### src/rtl/fetch_pkg.sv
// Shared types and constants for the instruction fetch sequencer.
// Imported by pc_next_calc and fetch_sequencer.
package fetch_pkg;

    localparam int IW_DEF = 8;
    localparam int PC_MAX = (1 << IW_DEF) - 1;

    typedef enum logic [1:0] {
        IDLE,
        RUN,
        DONE
    } fetch_state_t;

endpackage

### src/rtl/fetch_sequencer_pc_next_calc.sv
// Combinational next-PC selection: stall, halt, absolute and relative branch, increment.
// The wrap flag is raised only by a plain increment rolling over the top address.
module pc_next_calc
    import fetch_pkg::*;
#(
    parameter int IW = IW_DEF
) (
    input  logic [IW-1:0] pc,
    input  logic          stall,
    input  logic          halt_req,
    input  logic          branch_abs,
    input  logic [IW-1:0] target,
    input  logic          branch_rel,
    input  logic [IW-1:0] offset,
    output logic [IW-1:0] pc_next,
    output logic          wrap
);

    always_comb begin
        pc_next = pc;
        wrap    = 1'b0;
        if (stall || halt_req) begin
            pc_next = pc;
        end else if (branch_abs) begin
            pc_next = target;
        end else if (branch_rel) begin
            pc_next = pc + offset;
        end else begin
            pc_next = pc + 1'b1;
            wrap    = (pc == {IW{1'b1}});
        end
    end

endmodule

### src/rtl/fetch_sequencer.sv
// Program counter owner and IDLE/RUN/DONE sequencer for the instruction ROM.
// Optional saturating perf counters are built when FETCH_PERF_CNT_EN is defined.
module fetch_sequencer
    import fetch_pkg::*;
#(
    parameter int IW    = IW_DEF,
    parameter int CNT_W = 16
) (
    input  logic             Clk,
    input  logic             Reset,
    input  logic             Start,
    input  logic [IW-1:0]    StartAddr,
    input  logic             Stall,
    input  logic             HaltReq,
    input  logic             BranchAbs,
    input  logic [IW-1:0]    Target,
    input  logic             BranchRel,
    input  logic [IW-1:0]    Offset,
    output logic [IW-1:0]    InstAddress,
    output logic             InstValid,
    output logic             Busy,
    output logic             Done,
    output logic             Wrapped,
    output logic [CNT_W-1:0] CycleCnt,
    output logic [CNT_W-1:0] InstCnt
);

    fetch_state_t  state_q, state_d;
    logic [IW-1:0] pc_q, pc_d;
    logic          wrapped_q, wrapped_d;
    logic [IW-1:0] pc_calc;
    logic          wrap_calc;
    logic          start_acc;

    pc_next_calc #(
        .IW(IW)
    ) u_pc_next (
        .pc        (pc_q),
        .stall     (Stall),
        .halt_req  (HaltReq),
        .branch_abs(BranchAbs),
        .target    (Target),
        .branch_rel(BranchRel),
        .offset    (Offset),
        .pc_next   (pc_calc),
        .wrap      (wrap_calc)
    );

    assign start_acc = Start && (state_q != RUN);

    always_comb begin
        state_d   = state_q;
        pc_d      = pc_q;
        wrapped_d = 1'b0;
        unique case (state_q)
            IDLE, DONE: begin
                if (Start) begin
                    state_d = RUN;
                    pc_d    = StartAddr;
                end
            end
            RUN: begin
                pc_d      = pc_calc;
                wrapped_d = wrap_calc;
                if (!Stall && HaltReq) begin
                    state_d = DONE;
                end
            end
            default: begin
                state_d = IDLE;
            end
        endcase
    end

    always_ff @(posedge Clk) begin
        if (Reset) begin
            state_q   <= IDLE;
            pc_q      <= '0;
            wrapped_q <= 1'b0;
        end else begin
            state_q   <= state_d;
            pc_q      <= pc_d;
            wrapped_q <= wrapped_d;
        end
    end

    assign InstAddress = pc_q;
    assign Busy        = (state_q == RUN);
    assign InstValid   = (state_q == RUN);
    assign Done        = (state_q == DONE);
    assign Wrapped     = wrapped_q;

`ifdef FETCH_PERF_CNT_EN
    logic [CNT_W-1:0] cyc_cnt_q, cyc_cnt_d;
    logic [CNT_W-1:0] inst_cnt_q, inst_cnt_d;

    // Counters saturate rather than roll so long programs never read small.
    always_comb begin
        cyc_cnt_d  = cyc_cnt_q;
        inst_cnt_d = inst_cnt_q;
        if (start_acc) begin
            cyc_cnt_d  = '0;
            inst_cnt_d = '0;
        end else if (state_q == RUN) begin
            if (cyc_cnt_q != {CNT_W{1'b1}}) begin
                cyc_cnt_d = cyc_cnt_q + 1'b1;
            end
            if (!Stall && (inst_cnt_q != {CNT_W{1'b1}})) begin
                inst_cnt_d = inst_cnt_q + 1'b1;
            end
        end
    end

    always_ff @(posedge Clk) begin
        if (Reset) begin
            cyc_cnt_q  <= '0;
            inst_cnt_q <= '0;
        end else begin
            cyc_cnt_q  <= cyc_cnt_d;
            inst_cnt_q <= inst_cnt_d;
        end
    end

    assign CycleCnt = cyc_cnt_q;
    assign InstCnt  = inst_cnt_q;
`else
    logic unused_start_acc;
    assign unused_start_acc = start_acc;
    assign CycleCnt = '0;
    assign InstCnt  = '0;
`endif

endmodule

### config.mk
export PLATFORM = sky130hd
export DESIGN_NAME = fetch_sequencer
export DESIGN_NICKNAME = d
export VERILOG_FILES = /design/src/rtl/fetch_pkg.sv /design/src/rtl/fetch_sequencer_pc_next_calc.sv /design/src/rtl/fetch_sequencer.sv
export SDC_FILE = /design/constraint.sdc
export NUM_CORES = 1
export LEC_CHECK = 0
export CELL_PAD_IN_SITES_DETAIL_PLACEMENT = 1
export CELL_PAD_IN_SITES_GLOBAL_PLACEMENT = 2
export CORE_MARGIN = 5
export CORE_UTILIZATION = 21
export DETAILED_ROUTE_END_ITERATION = 10
export PLACE_DENSITY = 0.84
export SLEW_MARGIN = 20
export SYNTH_ARGS = -nofsm -noshare
export SYNTH_HDL_FRONTEND = slang
export SYNTH_HIERARCHICAL = 1
export SYNTH_SLANG_ARGS = --single-unit
### constraint.sdc
create_clock -name Clk -period 7 [get_ports Clk]
set_input_delay 1.4 -clock Clk [delete_from_list [all_inputs] [get_ports Clk]]
set_output_delay 1.4 -clock Clk [all_outputs]
set_load 0.05 [all_outputs]
==> impl_metrics.toml <==
[status]
outcome = "finished, final reports clean"

[critical_path]
worstPathMaxFanout = 10
startpoint_type = "primary input"
cp.required_ps = 7160
crit_buf_inv = 2
crit_chain = "clkdlybuf4s50_1, nand2b_1, ha_1, inv_1, fa_1, nor2b_4, o31a_1, o21a_1, or3_1, nand3_1, nand2_1, a311oi_1"
worstSetupPathType = "primary input to flop"
cp_top_family = "buffers and inverters"
slowest_stage = "clkdlybuf4s50_1"
critPathCaptureType = "flop"
worstPathArrival_ps = 3950
max_stage_delay_ps = 670

[clocking]
postCtsSetupRepairBufs = 0
cts_tree = "done"
h-tree-depth = 1
cts-resized-gates = 0
cts.sinks = 11
root_buffer = "clkbuf_8"
cts.clk_slew.worst_paths_ps = 50
clockBufferDepth = 2
clk_latency_ps = 250
numCtsBuffers = 3
postCtsHoldBufs = 0

[synthesis]
synth_edf_count = 0
synth_area_leaders = "buf_4 (20%), dfxtp_1 (17%), ha_1 (6.8%)"
synth_area_um2 = 1300
ys_warn_count = 6
synth_top_area_frac = 0.197
synth_cell_type_count = 41
synth_cells = 180
synth-async-reset-ratio = 0
ys_ff_latch = 11
synth_top_cells_by_count = "buf_4 (34), nand2_1 (21), nor2_1 (13), a21oi_1 (12), dfxtp_1 (11)"
synth_top_flop_cell = "dfxtp_1"
yosysMostFrequentCell = "buf_4"
avgSynthCellArea_um2 = 7.21
yosysTopAreaCell = "buf_4"
synth_seq_area_share = 0.170

[floorplan]
start_util = 0.218
ioPinCount = 75
die_x_um = 88.6
die_h_um = 88.6
core_area_um2 = 5960
row_count = 28
fp.dieArea_um2 = 7850

[place]
dp.cells = 286
dp_hpwl_mm = 3.22
io_buffers = 42
gp_congestion = 0.792

[sta]
max_freq_mhz = 264
tns_ps = 0
rsz0062_at_grt = "no"
fin_crit_ps = 3800
slew_viol_final = 0
fin_skew_ps = 4.94
slew_headroom = 0.569
finalCritPeriodShare = 0.542
timing.final.hold_violations = 0
setup_viol_count_final = 0
worstMarginPinSlew_ps = 644

[drt]
vias = 1262
routedWlPerCell_um = 13.9
avgViaCountPerCell = 4.35
drt_wl_total_mm = 4.03
route.detailed.drc = 0
drtIter0Drc = 28
antenna_left = 0
first_pass_iters = 4

[grt]
grt_max_degree = 20
track_usage = 0.0992
use_met1 = 0.120
antenna_found_initial = 0
busiest_layer = "met2"
grt-ovfl-total = 0
grt_pass1_vias = 1239
grt_util_met3 = 0.0307
grt_pass1_wl_mm = 5.98
grt_util_met2 = 0.167

[power]
vdd.ir_drop.worst_mv = 0.0578
power_density_nw_per_um2 = 167
p_total_mw = 0.281
leakage_nw = 0.683

[hold_path]
hold_class = "flop to flop"

[final_layout]
finalNonFillerCells = 290
fill_cells = 755
antenna_cells = 0
area_delta_synth_final_pct = 29.3
layout-drive-gt1-share = 0.0326
layout.nets = 255

[run]
maxCapViolCount = 0
## final timing paths
check,start,to,slack [ps],depth (start not counted)
max reg2reg,InstAddress[0],InstAddress[4],4760,10
max,BranchRel,InstAddress[6],3200,12
min,InstAddress[5],InstAddress[5],550,2
min reg2reg,InstAddress[5],InstAddress[5],550,2
## layout by cell type, fill, tap and decap left out, types with 5 or more instances in the layout
master,n
a311oi_1,7
nor3_1,5
conb_1,32
nand3_1,6
o21ai_0,8
nand2_1,21
clkdlybuf4s50_1,42
inv_1,5
dfxtp_1,11
and2_1,5
ha_1,7
a21oi_1,12
nor2_1,13
## layout make-up
type	count	area [um^2]	area share
clock buffers	4	45.0	0.0268
inverters	6	22.5	0.0134
multi-input cells	152	876	0.522
flip-flops and latches	11	220	0.131
well taps	75	93.8	0.0559
repair buffers	42	420	0.251
## stage by stage
step | hold slack, ps | utilization | setup slack (ps) | instance area, um^2
2_1_floorplan | 661 | - | 3590 | 1410
3_3_place_gp | 547 | 0.274 | 2970 | 1630
3_5_place_dp | 556 | 0.274 | 2910 | 1630
4_1_cts | 563 | 0.282 | 3160 | 1680
5_1_grt | 593 | 0.282 | 2960 | 1680
6_report | 552 | 0.282 | 3200 | 1680
## state kept, by name (all words and copies together) (netlist names)
name	cells
InstAddress	8
state_q	2
Wrapped	1
## power breakdown
part / internal (mW) / switching [mW]
clock: 0.0401 / 0.0257
sequential: 0.0679 / 0.00763
combinational: 0.0450 / 0.0945
## kinds of logic after synthesis
group,share of synthesized area
and+or+nand+nor,0.265
buffers and inverters,0.245
AOI/OAI and AO/OA,0.220
DFF,0.170
adders and majority gates,0.0829
other,0.00289
xor gates and xnor gates,0.00675
muxes,0.00771
## metal layers
layer	wire length, um	up-vias	share of wire
li1	-	631	-
met3	343	6	0.085
met2	1910	42	0.47
met4	78	0	0.019
met5	0	-	0
met1	1690	583	0.42
## tightest hold or removal path: stages (launching register included)
cell	delay, ps
dfxtp_1	350
nand2_1	70
a311oi_1	70
Note: power is estimated with default switching activity, not from simulation.
